## src/rtl/pulse_param_loader_pkg.sv

```systemverilog
// Frame layout, reset defaults and parser state type for the pulse parameter loader.
// The ST_CKSUM state exists only when PARAM_CKSUM_EN is defined.
package pulse_param_loader_pkg;

   localparam logic [7:0] SYNC_BYTE_DEFAULT   = 8'hA5;
   localparam int         TIMEOUT_CYC_DEFAULT = 200000;
   localparam int         PAYLOAD_LEN         = 20;

   // Byte offsets of each field inside the payload; multi-byte fields are big-endian
   localparam int OFS_PER      = 0;
   localparam int OFS_P1WID    = 1;
   localparam int OFS_DEL      = 3;
   localparam int OFS_P2WID    = 5;
   localparam int OFS_NUT_W    = 7;
   localparam int OFS_NUT_D    = 11;
   localparam int OFS_CP       = 15;
   localparam int OFS_P_BL     = 16;
   localparam int OFS_P_BL_OFF = 17;
   localparam int OFS_FLAGS    = 19;

   typedef logic [7:0] payload_t [PAYLOAD_LEN];

   typedef struct packed {
      logic [7:0]  per;
      logic [15:0] p1wid;
      logic [15:0] del;
      logic [15:0] p2wid;
      logic [31:0] nut_w;
      logic [31:0] nut_d;
      logic [7:0]  cp;
      logic [7:0]  p_bl;
      logic [15:0] p_bl_off;
      logic        bl;
      logic        nut;
      logic        pu;
   } param_set_t;

   // Same power-up set the sequencer assumes before any host write
   localparam param_set_t PARAM_DEFAULTS = '{
      per:      8'd1,
      p1wid:    16'd30,
      del:      16'd200,
      p2wid:    16'd30,
      nut_w:    32'd50,
      nut_d:    32'd300,
      cp:       8'd3,
      p_bl:     8'd50,
      p_bl_off: 16'd100,
      bl:       1'b1,
      nut:      1'b1,
      pu:       1'b1
   };

   typedef enum logic [1:0] {
      ST_IDLE,
`ifdef PARAM_CKSUM_EN
      ST_PAYLOAD,
      ST_CKSUM
`else
      ST_PAYLOAD
`endif
   } state_t;

   function automatic param_set_t unpack_payload(input payload_t b);
      param_set_t s;
      s.per      = b[OFS_PER];
      s.p1wid    = {b[OFS_P1WID], b[OFS_P1WID + 1]};
      s.del      = {b[OFS_DEL], b[OFS_DEL + 1]};
      s.p2wid    = {b[OFS_P2WID], b[OFS_P2WID + 1]};
      s.nut_w    = {b[OFS_NUT_W], b[OFS_NUT_W + 1], b[OFS_NUT_W + 2], b[OFS_NUT_W + 3]};
      s.nut_d    = {b[OFS_NUT_D], b[OFS_NUT_D + 1], b[OFS_NUT_D + 2], b[OFS_NUT_D + 3]};
      s.cp       = b[OFS_CP];
      s.p_bl     = b[OFS_P_BL];
      s.p_bl_off = {b[OFS_P_BL_OFF], b[OFS_P_BL_OFF + 1]};
      s.bl       = b[OFS_FLAGS][2];
      s.nut      = b[OFS_FLAGS][1];
      s.pu       = b[OFS_FLAGS][0];
      return s;
   endfunction

   function automatic logic [7:0] sat_inc(input logic [7:0] v);
      return (v == 8'hFF) ? v : v + 8'd1;
   endfunction

endpackage

```

## src/rtl/pulse_param_loader_if.sv

```systemverilog
// Host byte stream into the loader and the committed pulse parameter set out of it.
// master = byte source / parameter consumer side, slave = the loader.
interface pulse_param_loader_if;
   logic [7:0]  rx_data;
   logic        rx_valid;
   logic [7:0]  per;
   logic [15:0] p1wid;
   logic [15:0] del;
   logic [15:0] p2wid;
   logic [31:0] nut_w;
   logic [31:0] nut_d;
   logic [7:0]  cp;
   logic [7:0]  p_bl;
   logic [15:0] p_bl_off;
   logic        pu;
   logic        nut;
   logic        bl;
   logic        rx_done;
   logic        frame_err;
   logic [7:0]  err_cnt;

   modport master (
      output rx_data, rx_valid,
      input  per, p1wid, del, p2wid, nut_w, nut_d, cp, p_bl, p_bl_off,
             pu, nut, bl, rx_done, frame_err, err_cnt
   );

   modport slave (
      input  rx_data, rx_valid,
      output per, p1wid, del, p2wid, nut_w, nut_d, cp, p_bl, p_bl_off,
             pu, nut, bl, rx_done, frame_err, err_cnt
   );
endinterface

```

## src/rtl/pulse_param_loader.sv

```systemverilog
// Parses SYNC_BYTE + 20 payload bytes (+ XOR checksum if PARAM_CKSUM_EN) and commits the set atomically.
// Latency: committed set and rx_done appear one clk_pll after the last frame byte is sampled.
// Backpressure: none; rx_valid sampled every cycle, a TIMEOUT_CYC inter-byte gap aborts the frame.
module pulse_param_loader
   import pulse_param_loader_pkg::*;
#(
   parameter int         TIMEOUT_CYC = TIMEOUT_CYC_DEFAULT,
   parameter logic [7:0] SYNC_BYTE   = SYNC_BYTE_DEFAULT
) (
   input logic                 clk_pll,
   input logic                 reset,
   pulse_param_loader_if.slave bus
);

   localparam int            TW         = $clog2(TIMEOUT_CYC + 1);
   localparam logic [TW-1:0] TIMER_LAST = TW'(TIMEOUT_CYC - 1);
   localparam logic [4:0]    LAST_IDX   = 5'(PAYLOAD_LEN - 1);

   state_t        state;
   payload_t      shadow;
   payload_t      shadow_next;
   logic [4:0]    idx;
   logic [TW-1:0] timer;
   param_set_t    cur;
   logic          done_r;
   logic          ferr_r;
   logic [7:0]    err_cnt_r;
`ifdef PARAM_CKSUM_EN
   logic [7:0]    xsum;
`endif

   // Shadow is a byte shift register, so after 20 accepted bytes shadow[k] holds payload byte k
   always_comb begin
      for (int i = 0; i < PAYLOAD_LEN - 1; i++) begin
         shadow_next[i] = shadow[i + 1];
      end
      shadow_next[PAYLOAD_LEN - 1] = bus.rx_data;
   end

   always_ff @(posedge clk_pll or posedge reset) begin
      if (reset) begin
         state     <= ST_IDLE;
         shadow    <= '{default: 8'h00};
         idx       <= '0;
         timer     <= '0;
         cur       <= PARAM_DEFAULTS;
         done_r    <= 1'b0;
         ferr_r    <= 1'b0;
         err_cnt_r <= 8'd0;
`ifdef PARAM_CKSUM_EN
         xsum      <= 8'd0;
`endif
      end else begin
         done_r <= 1'b0;
         ferr_r <= 1'b0;
         case (state)
            ST_IDLE: begin
               timer <= '0;
               if (bus.rx_valid && bus.rx_data == SYNC_BYTE) begin
                  state <= ST_PAYLOAD;
                  idx   <= '0;
`ifdef PARAM_CKSUM_EN
                  xsum  <= 8'd0;
`endif
               end
            end
            ST_PAYLOAD: begin
               // An arriving byte wins over a timer expiring on the same edge
               if (bus.rx_valid) begin
                  timer  <= '0;
                  shadow <= shadow_next;
                  idx    <= idx + 5'd1;
`ifdef PARAM_CKSUM_EN
                  xsum   <= xsum ^ bus.rx_data;
                  if (idx == LAST_IDX) begin
                     state <= ST_CKSUM;
                  end
`else
                  if (idx == LAST_IDX) begin
                     state  <= ST_IDLE;
                     cur    <= unpack_payload(shadow_next);
                     done_r <= 1'b1;
                  end
`endif
               end else if (timer == TIMER_LAST) begin
                  state     <= ST_IDLE;
                  timer     <= '0;
                  ferr_r    <= 1'b1;
                  err_cnt_r <= sat_inc(err_cnt_r);
               end else begin
                  timer <= timer + TW'(1);
               end
            end
`ifdef PARAM_CKSUM_EN
            ST_CKSUM: begin
               if (bus.rx_valid) begin
                  timer <= '0;
                  state <= ST_IDLE;
                  if (bus.rx_data == xsum) begin
                     cur    <= unpack_payload(shadow);
                     done_r <= 1'b1;
                  end else begin
                     ferr_r    <= 1'b1;
                     err_cnt_r <= sat_inc(err_cnt_r);
                  end
               end else if (timer == TIMER_LAST) begin
                  state     <= ST_IDLE;
                  timer     <= '0;
                  ferr_r    <= 1'b1;
                  err_cnt_r <= sat_inc(err_cnt_r);
               end else begin
                  timer <= timer + TW'(1);
               end
            end
`endif
            default: state <= ST_IDLE;
         endcase
      end
   end

   assign bus.per       = cur.per;
   assign bus.p1wid     = cur.p1wid;
   assign bus.del       = cur.del;
   assign bus.p2wid     = cur.p2wid;
   assign bus.nut_w     = cur.nut_w;
   assign bus.nut_d     = cur.nut_d;
   assign bus.cp        = cur.cp;
   assign bus.p_bl      = cur.p_bl;
   assign bus.p_bl_off  = cur.p_bl_off;
   assign bus.pu        = cur.pu;
   assign bus.nut       = cur.nut;
   assign bus.bl        = cur.bl;
   assign bus.rx_done   = done_r;
   assign bus.frame_err = ferr_r;
   assign bus.err_cnt   = err_cnt_r;

endmodule
```

## src/flat_wrapper.sv

```systemverilog
// flat-port wrapper written by rule: the top's interface ports become plain ports
module pulse_param_loader_flat import pulse_param_loader_pkg::*;
#(
   parameter int         TIMEOUT_CYC = TIMEOUT_CYC_DEFAULT,
   parameter logic [7:0] SYNC_BYTE   = SYNC_BYTE_DEFAULT
)
  (clk_pll, reset, bus_rx_data, bus_rx_valid, bus_per, bus_p1wid, bus_del, bus_p2wid, bus_nut_w, bus_nut_d, bus_cp, bus_p_bl, bus_p_bl_off, bus_pu, bus_nut, bus_bl, bus_rx_done, bus_frame_err, bus_err_cnt);
  pulse_param_loader_if bus_i ();
  input logic clk_pll;
  input logic reset;
  input wire logic [$bits(bus_i.rx_data)-1:0] bus_rx_data;
  input wire logic [$bits(bus_i.rx_valid)-1:0] bus_rx_valid;
  output wire logic [$bits(bus_i.per)-1:0] bus_per;
  output wire logic [$bits(bus_i.p1wid)-1:0] bus_p1wid;
  output wire logic [$bits(bus_i.del)-1:0] bus_del;
  output wire logic [$bits(bus_i.p2wid)-1:0] bus_p2wid;
  output wire logic [$bits(bus_i.nut_w)-1:0] bus_nut_w;
  output wire logic [$bits(bus_i.nut_d)-1:0] bus_nut_d;
  output wire logic [$bits(bus_i.cp)-1:0] bus_cp;
  output wire logic [$bits(bus_i.p_bl)-1:0] bus_p_bl;
  output wire logic [$bits(bus_i.p_bl_off)-1:0] bus_p_bl_off;
  output wire logic [$bits(bus_i.pu)-1:0] bus_pu;
  output wire logic [$bits(bus_i.nut)-1:0] bus_nut;
  output wire logic [$bits(bus_i.bl)-1:0] bus_bl;
  output wire logic [$bits(bus_i.rx_done)-1:0] bus_rx_done;
  output wire logic [$bits(bus_i.frame_err)-1:0] bus_frame_err;
  output wire logic [$bits(bus_i.err_cnt)-1:0] bus_err_cnt;
  assign bus_i.rx_data = bus_rx_data;
  assign bus_i.rx_valid = bus_rx_valid;
  assign bus_per = bus_i.per;
  assign bus_p1wid = bus_i.p1wid;
  assign bus_del = bus_i.del;
  assign bus_p2wid = bus_i.p2wid;
  assign bus_nut_w = bus_i.nut_w;
  assign bus_nut_d = bus_i.nut_d;
  assign bus_cp = bus_i.cp;
  assign bus_p_bl = bus_i.p_bl;
  assign bus_p_bl_off = bus_i.p_bl_off;
  assign bus_pu = bus_i.pu;
  assign bus_nut = bus_i.nut;
  assign bus_bl = bus_i.bl;
  assign bus_rx_done = bus_i.rx_done;
  assign bus_frame_err = bus_i.frame_err;
  assign bus_err_cnt = bus_i.err_cnt;
  pulse_param_loader #(.TIMEOUT_CYC(TIMEOUT_CYC), .SYNC_BYTE(SYNC_BYTE)) u_core (.clk_pll(clk_pll), .reset(reset), .bus(bus_i));
endmodule
```

## config.mk

```make
export PLATFORM = sky130hd
export DESIGN_NAME = pulse_param_loader_flat
export DESIGN_NICKNAME = d
export VERILOG_FILES = /design/src/rtl/pulse_param_loader_pkg.sv /design/src/rtl/pulse_param_loader_if.sv /design/src/rtl/pulse_param_loader.sv /design/src/flat_wrapper.sv
export SDC_FILE = /design/constraint.sdc
export NUM_CORES = 1
export LEC_CHECK = 0
export CORE_UTILIZATION = 50
export CTS_BUF_LIST = sky130_fd_sc_hd__clkbuf_8
export CTS_CLUSTER_SIZE = 25
export DETAILED_ROUTE_END_ITERATION = 10
export PLACE_DENSITY = 0.86
export SETUP_SLACK_MARGIN = 0.5
export SYNTH_ARGS = -nofsm -noshare
export SYNTH_HDL_FRONTEND = slang
export SYNTH_SLANG_ARGS = --single-unit
```

## constraint.sdc

```tcl
create_clock -name clk_pll -period 20.6 [get_ports clk_pll]
set_input_delay 4.12 -clock clk_pll [delete_from_list [all_inputs] [get_ports clk_pll]]
set_output_delay 4.12 -clock clk_pll [all_outputs]
set_load 0.05 [all_outputs]
```

# ---- Word-level counts from Yosys, hierarchy flattened
# Index checks and enable logic that the tools add are counted.
dict set report totals {
  reg_bits 342
  inputBits 11
  out_inout_bits 165
  word_cells 76
}
dict set report classes {
  addsub 3
  eq_ne 9
  muxes 17
  bitwise 2
  reduce_logical 8
}
# op n
set ops {}
lappend ops {{$mux 18} 2}
lappend ops {{$pmux 18 s2} 1}
lappend ops {{$add 18x1->18 const B} 1}
lappend ops {{$eq 18x18->1 const B} 1}
lappend ops {{$eq 8x8->1 const B} 2}
lappend ops {{$mux 5} 2}
lappend ops {{$pmux 5 s2} 1}
lappend ops {{$reduce_and 3->1} 3}
lappend ops {{$add 8x1->8 const B} 1}
lappend ops {{$mux 2} 4}
lappend ops {{$mux 1} 6}
lappend ops {{$ne 3x2->1 const B} 2}
lappend ops {{$add 5x1->5 const B} 1}
lappend ops {{$eq 5x5->1 const B} 1}
lappend ops {{$pmux 2 s2} 1}
lappend ops {{$reduce_and 4->1} 1}
lappend ops {{$eq 2x1->1 const B} 1}
lappend ops {{$logic_not 2->1} 1}
lappend ops {{$ne 2x1->1 const B} 1}
lappend ops {{$ne 2x2->1 const B} 1}
lappend ops {{$not 1->1} 2}
lappend ops {{$reduce_and 2->1} 1}
lappend ops {{$reduce_bool 2->1} 1}
lappend ops {{$logic_and 1x1->1} 1}

# ---- Logic depth before layout (Yosys ltp)
# Gate-level depths: netlist of run 1.
dict set report depth {
  ltp_word 4
  mapped_depth 8
  depth_no_buf 6
}

# ---- Least setup slack after synthesis of run 1
# No wires, ideal clock.
dict set report synth_timing {
  kind {input port to flip-flop}
  startpoint {input bus_rx_data[4]}
  endpoint {register u_core.idx[2]}
  setup_time_ns 0.118
  arrival_time_ns 5.228
  t_required_ns 20.482
  setup_slack_ns 15.253
  cell_stages 5
  path_buffers 0
  path_cell_list {or4bb_1 -> nor2_1 -> o21ai_0 -> o21bai_1 -> a21o_1}
}
dict set report synth_between {
  elab_chain_cells 4
}
# item line_no
set synth_rtl {}
lappend synth_rtl {{from (decl)} flat_wrapper.sv:11} ;# input wire logic [$bits(bus_i.rx_data)-1:0] bus_rx_data;
lappend synth_rtl {{$eq 8x8->1} pulse_param_loader.sv:59} ;# if (bus.rx_valid && bus.rx_data == SYNC_BYTE) begin
lappend synth_rtl {{$logic_and 1x1->1} pulse_param_loader.sv:59}
lappend synth_rtl {{$ne 2x1->1 (no line)} n/a}
lappend synth_rtl {{$reduce_and 3->1 (no line)} n/a}
lappend synth_rtl {{to (signal assigned)} pulse_param_loader.sv:72} ;# idx <= idx + 5'd1;
lappend synth_rtl {{to (decl)} pulse_param_loader.sv:22} ;# logic [4:0] idx;
# Every way passes these cells.
# A chain may end at the register's enable or synchronous reset.

# ---- Worst setup path in the final report of run 1
dict set report layout_timing {
  startpoint {input bus_rx_valid}
  endpoint {register u_core.cur (netlist bit u_core.bus.nut_w[8])}
}
dict set report layout_between {
  elab_chain_cells 1
}
# item line_no
set layout_rtl {}
lappend layout_rtl {{from (decl)} flat_wrapper.sv:12} ;# input wire logic [$bits(bus_i.rx_valid)-1:0] bus_rx_valid;
lappend layout_rtl {{$reduce_and 3->1 (no line)} n/a}
lappend layout_rtl {{to (signal assigned)} pulse_param_loader.sv:81} ;# cur <= unpack_payload(shadow_next);
lappend layout_rtl {{to (decl)} pulse_param_loader.sv:24} ;# param_set_t cur;
# Every way passes these cells.

==> results of run 1 <==
-- area by class of cell --
class | count | area (um^2) | share of cell area
Multi-Input combinational cell | 742 | 4270 | 0.264
Clock buffer | 66 | 908 | 0.0562
Sequential cell | 341 | 8570 | 0.530
Timing Repair Buffer | 182 | 1800 | 0.112
Inverter | 3 | 21.3 | 0.00132
Tap cell | 330 | 413 | 0.0255
Clock inverter | 30 | 173 | 0.0107
-- kinds of logic (layout without fill, tap and decap cells) --
| kind of cell | count (synthesis) | in the layout | synth area share |
|---|---|---|---|
| flops | 341 | 341 | 0.656 |
| mux | 153 | 153 | 0.132 |
| compound gates | 9 | 9 | 0.00450 |
| fa+ha+maj | 3 | 3 | 0.00287 |
| xor+xnor | 23 | 23 | 0.0154 |
| simple gates | 554 | 554 | 0.171 |
| buf+inv | 59 | 281 | 0.0190 |
-- critical path, stage by stage --
cell,delay [ps]
clkdlybuf4s50_1,690
nand3_4,780
inv_4,760
buf_4,900
nand2_1,200
nand2_1,110
-- sequential cells by signal (all words and copies together) (netlist names) --
name and flops:
u_core.bus.err_cnt 8, u_core.bus.p1wid 16, u_core.bus.bl 1, u_core.timer 18, u_core.bus.p2wid 16, u_core.bus.nut_d 32, u_core.bus.frame_err 1, u_core.idx 5
u_core.bus.del 16, u_core.bus.per 8, u_core.shadow 152, u_core.bus.rx_done 1, u_core.bus.pu 1, u_core.state 1, u_core.bus.p_bl_off 16, u_core.bus.p_bl 8
u_core.bus.cp 8, u_core.bus.nut_w 32, u_core.bus.nut 1
-- per-stage QoR --
stage                     hold slack (ps)  setup slack (ps)
after floorplan                       433              7080
after global placement                445             12880
after detailed placement              449             12790
after CTS                             459             13380
after global routing                  467             13050
final                                 456             13370
-- worst min path at each step --
stage / endpoint / slack [ps]
global route: u_core.bus.p1wid[3] / 470
finish: u_core.bus.del[7] / 460
CTS: u_core.bus.p1wid[4] / 460
global placement: u_core.bus.per[1] / 450
detailed placement: u_core.bus.p1wid[4] / 450
floorplan: u_core.bus.per[1] / 430
-- per-layer routing --
layer | wire (um) | vias up | global-route usage
met1 | 12100 | 4329 | 0.289
met3 | 1270 | 55 | 0.0384
met2 | 13000 | 215 | 0.334
li1 | - | 4036 | -
met5 | 0 | - | 0
met4 | 818 | 0 | 0.0821
-- cell usage after synthesis (4+ instances only) --
| library cell | instances |
|---|---|
| dfstp_2 | 30 |
| dfrtp_1 | 311 |
| nand4_1 | 6 |
| xor2_1 | 17 |
| buf_2 | 16 |
| mux2_2 | 153 |
| clkbuf_1 | 35 |
| nand3_1 | 14 |
| buf_1 | 4 |
| xnor2_1 | 6 |
| o21ai_0 | 5 |
| nand2_1 | 483 |
| and3_1 | 5 |
| nor2_1 | 23 |
-- power by group through the flow --
stage	clock network [mW]	logic, mW	registers (mW)
2_1_floorplan	0	0.0470	0.712
3_5_place_dp	0	0.0586	0.718
4_1_cts	0.575	0.0589	0.707
6_report	0.559	0.0570	0.707
3_3_place_gp	0	0.0564	0.717
5_1_grt	0.606	0.0636	0.709
==> flow_summary.ini, run 1 <==
[setup_path]
endpoint = u_core.bus.nut_w[8]
rr_endpoint = u_core.bus.nut_w[8]
crit_arrival_ps = 7720
critPathLaunch = bus_rx_valid
worstReg2RegStart = u_core.idx[0]
startpoint_type = primary input
crit_type = in -> reg
worstPathRequired_ps = 21090
end_kind = register
r2r_setup_slack_ps = 16470
worst-r2r-cell-count = 7
crit_fanout = 109

[finish]
fillers = 1988
most-common-layout-cells = nand2_1, dfrtp_1, clkdlybuf4s50_1
mostFrequentLayoutCell = nand2_1
diodes = 0
fin_util = 0.636
drive_above_1_share = 0.200
nets = 1336
fin_cells = 1694
fin_area_um2 = 16200
synthToLayoutAreaGrowth_pct = 23.6

[sta]
maxSlewHeadroom = 0.246
period_minus_slack_ps = 7230
drv_slew = 0
finalHoldViolCount = 0
fin_skew_ps = 22.0
setup_viol = 0
period_share = 0.351
fin_tns_setup_ps = 0
worstMarginPinSlew_ps = 1130
rsz0062_at_grt = no
fmax_mhz = 138

[cts]
clk_path_buf_depth = 3
cts_tree = done
numCtsBuffers = 52
clkSinkCount = 341
clkTransAtPathRegs_ps = 60
cts_root_buffer = clkbuf_8
cts_setup_buffers = 0
worstSkewPairLatency_ps = 560
htree_levels = 2
ctsHoldBuffers = 0
cts-resized-gates = 0

[synth]
syn_area_um2 = 13100
synthArstFlopShare = 1.00
syn-instance-count = 1142
yosysTopAreaCellShare = 0.595
synthFlopType = dfrtp_1
synth-edff-count = 0
yosysWarnings = 0
yosysTopAreaCell = dfrtp_1
ys_seq_elements = 341
ys_seq_area_frac = 0.656
ys_top_cells_by_area = dfrtp_1, nand2_1, mux2_2
synth_cell_types = 37
avgSynthCellArea_um2 = 11.4
synthesis.nets = 1156

[route]
vias = 8635
wl_um = 27200
drt_iter0_drc = 606
drt_first_pass_iters = 5
ant_nets = 0
detail_route.wl_per_cell_um = 16.1
viasPerCell = 5.10
route.detailed.drc = 0

[hold_path]
hp-class = reg -> reg
holdPathStages = 2
hp-start = u_core.bus.del[7]

[global_routing]
grt_pass1_vias = 8903
grt_pass1_wl_um = 44800
grt_antenna_before_repair = 0
grt_usage = 0.210
grt_max_degree = 119
overflow = 0

[place]
routabilityCongestion = 0.801
place_inst = 1598
dp_hpwl_um = 17500
io_buffer_count = 175
placed_area_um2 = 15100

[power]
p_seq_frac = 0.534
clkPwrFrac = 0.423
p_sw_frac = 0.223
leakagePower_nw = 8.38
vdd_ir_drop_max_mv = 0.0499
power_frac_comb = 0.043
p_int_mw = 1.03
total_power_mw = 1.32
power_switching_mw = 0.294
power_density_nw_per_um2 = 81.8

[die]
rows = 58
io-pin-count = 176
core_um2 = 25400
dieArea_um2 = 26800
die_h_um = 164
die_width_um = 164
start_util = 0.515

[run_status]
status = complete, no violations

[run]
maxCapViolCount = 0
Note: power is estimated with default switching activity, not from simulation.
==> run 2, diff against run 1 <==
--- a/config.mk
+++ b/config.mk
@@ -9,7 +9,7 @@
 export CTS_BUF_LIST = sky130_fd_sc_hd__clkbuf_8
 export CTS_CLUSTER_SIZE = 25
 export DETAILED_ROUTE_END_ITERATION = 10
-export PLACE_DENSITY = 0.86
+export PLACE_DENSITY = 0.89
 export SETUP_SLACK_MARGIN = 0.5
 export SYNTH_ARGS = -nofsm -noshare
 export SYNTH_HDL_FRONTEND = slang
==> constraint.sdc (replaced) <==
create_clock -name clk_pll -period 6.3 [get_ports clk_pll]
set_input_delay 1.26 -clock clk_pll [delete_from_list [all_inputs] [get_ports clk_pll]]
set_output_delay 1.26 -clock clk_pll [all_outputs]
set_load 0.05 [all_outputs]
==> run 2 against run 1 <==
  * Non-clock buffer count unchanged
  * First-iteration DRC count shrank 14%
  * Worst setup slack lost 11000 ps
  * Final cell count grew 0.24%
  * Clock-buffer cell count is 7 higher
  * Sequential share of layout area is 0.35 points lower
  * Hold slack worse by 1.4 ps
  * Clock power rose to 3.4 times the previous value
  * Critical path depth unchanged
  * Combinational power grew to 3.3 times the previous value
  * Total power grew to 3.3 times the previous value
  * Flip-flop and latch count did not move
==> flow_summary.ini, run 2 (synthesis gave the netlist of run 1 again) <==
[global_routing]
overflow = 0
grt_usage = 0.211
grt_pass1_wl_um = 44700
grt_antenna_before_repair = 0
grt_pass1_vias = 8839
grt_max_degree = 191

[route]
ant_nets = 0
drt_first_pass_iters = 5
route.detailed.drc = 0
viasPerCell = 5.12
vias = 8695
detail_route.wl_per_cell_um = 16.4
wl_um = 27800
drt_iter0_drc = 520

[setup_path]
worstReg2RegStart = u_core.idx[0]
r2r_setup_slack_ps = 2960
startpoint_type = primary input
critPathLaunch = bus_rx_valid
worstPathRequired_ps = 6790
crit_fanout = 82
end_kind = register
crit_type = in -> reg
crit_arrival_ps = 3980

[sta]
drv_slew = 0
fmax_mhz = 286
fin_tns_setup_ps = 0
period_minus_slack_ps = 3490
fin_ws_ps = 2810
fin_skew_ps = 20.8
worstMarginPinSlew_ps = 1110
finalHoldViolCount = 0
setup_viol = 0
maxSlewHeadroom = 0.262
rsz0062_at_grt = no
period_share = 0.555

[power]
power_frac_comb = 0.043
leakagePower_nw = 8.40
p_seq_frac = 0.523
p_int_mw = 3.42
power_density_nw_per_um2 = 272
p_sw_frac = 0.227
power_switching_mw = 1.00
clkPwrFrac = 0.435
vdd_ir_drop_max_mv = 0.163

[finish]
fin_util = 0.641
fin_cells = 1698
most-common-layout-cells = nand2_1, dfrtp_1, clkdlybuf4s50_1
fillers = 1914
drive_above_1_share = 0.210
synthToLayoutAreaGrowth_pct = 24.5
fin_area_um2 = 16300
diodes = 0
mostFrequentLayoutCell = nand2_1
top_register = u_core.shadow
nets = 1337
largest_reg_flops = 152

[cts]
numCtsBuffers = 53
clkSinkCount = 341
cts_tree = done
htree_levels = 2
worstSkewPairLatency_ps = 570
clkTransAtPathRegs_ps = 60
ctsHoldBuffers = 0
cts-resized-gates = 0
cts_root_buffer = clkbuf_8
cts_setup_buffers = 0
clk_path_buf_depth = 3

[place]
routabilityCongestion = 0.783
pre_cts_slack_ps = 2240
dp_hpwl_um = 17600
io_buffer_count = 175
placed_area_um2 = 15100
place_inst = 1598

[hold_path]
hp-class = reg -> reg
hp-start = u_core.bus.nut_d[5]

[die]
die_h_um = 164
core_um2 = 25400
die_width_um = 164
io-pin-count = 176
start_util = 0.515
rows = 58
dieArea_um2 = 26800

[run]
maxCapViolCount = 0

[run_status]
status = complete, no violations
## run 2: final cells by class
cell class / count / area (um^2) / share of cell area
flip-flops and latches: 341 / 8570 / 0.527
multi-input cells: 742 / 4270 / 0.263
repair buffers: 182 / 1840 / 0.113
clock buffers: 73 / 1000 / 0.0617
well taps: 330 / 413 / 0.0254
clock inverters: 27 / 151 / 0.00930
inverters: 3 / 17.5 / 0.00108
## run 2: worst max-delay path: stages
cell and delay (ps):
clkdlybuf4s50_1 680, nand3_4 500, inv_4 810, buf_4 510
nand2_1 110, nand2_1 70
## run 2: final timing paths
path	end	depth (start not counted)
worst max-delay path	u_core.bus.p2wid[9]	6
worst min-delay path	u_core.bus.nut_d[5]	2
worst max register to register	u_core.bus.p2wid[9]	7
worst min register to register	u_core.bus.nut_d[5]	2
max in group asynchronous	u_core.shadow[54]	3
min in group asynchronous	u_core.bus.per[1]	2
## run 2: metal layers
layer	wire length, um	up-vias	GRT usage
met4	877	0	0.0854
met1	12300	4375	0.287
met3	1400	57	0.0429
li1	-	4048	-
met5	0	-	0
met2	13200	215	0.332
## run 2: power groups by stage
stage / logic, mW / registers, mW / clock network (mW)
after floorplan: 0.154 / 2.33 / 0
after global placement: 0.185 / 2.34 / 0
after detailed placement: 0.192 / 2.35 / 0
after CTS: 0.193 / 2.31 / 1.97
after global routing: 0.213 / 2.32 / 2.08
final: 0.188 / 2.31 / 1.92
## run 2: per-stage QoR
| step | hold WS [ps] | power, mW |
|---|---|---|
| after floorplan | 433 | 2.48 |
| after global placement | 441 | 2.53 |
| after detailed placement | 448 | 2.54 |
| after CTS | 458 | 4.48 |
| after global routing | 475 | 4.61 |
| final | 455 | 4.42 |
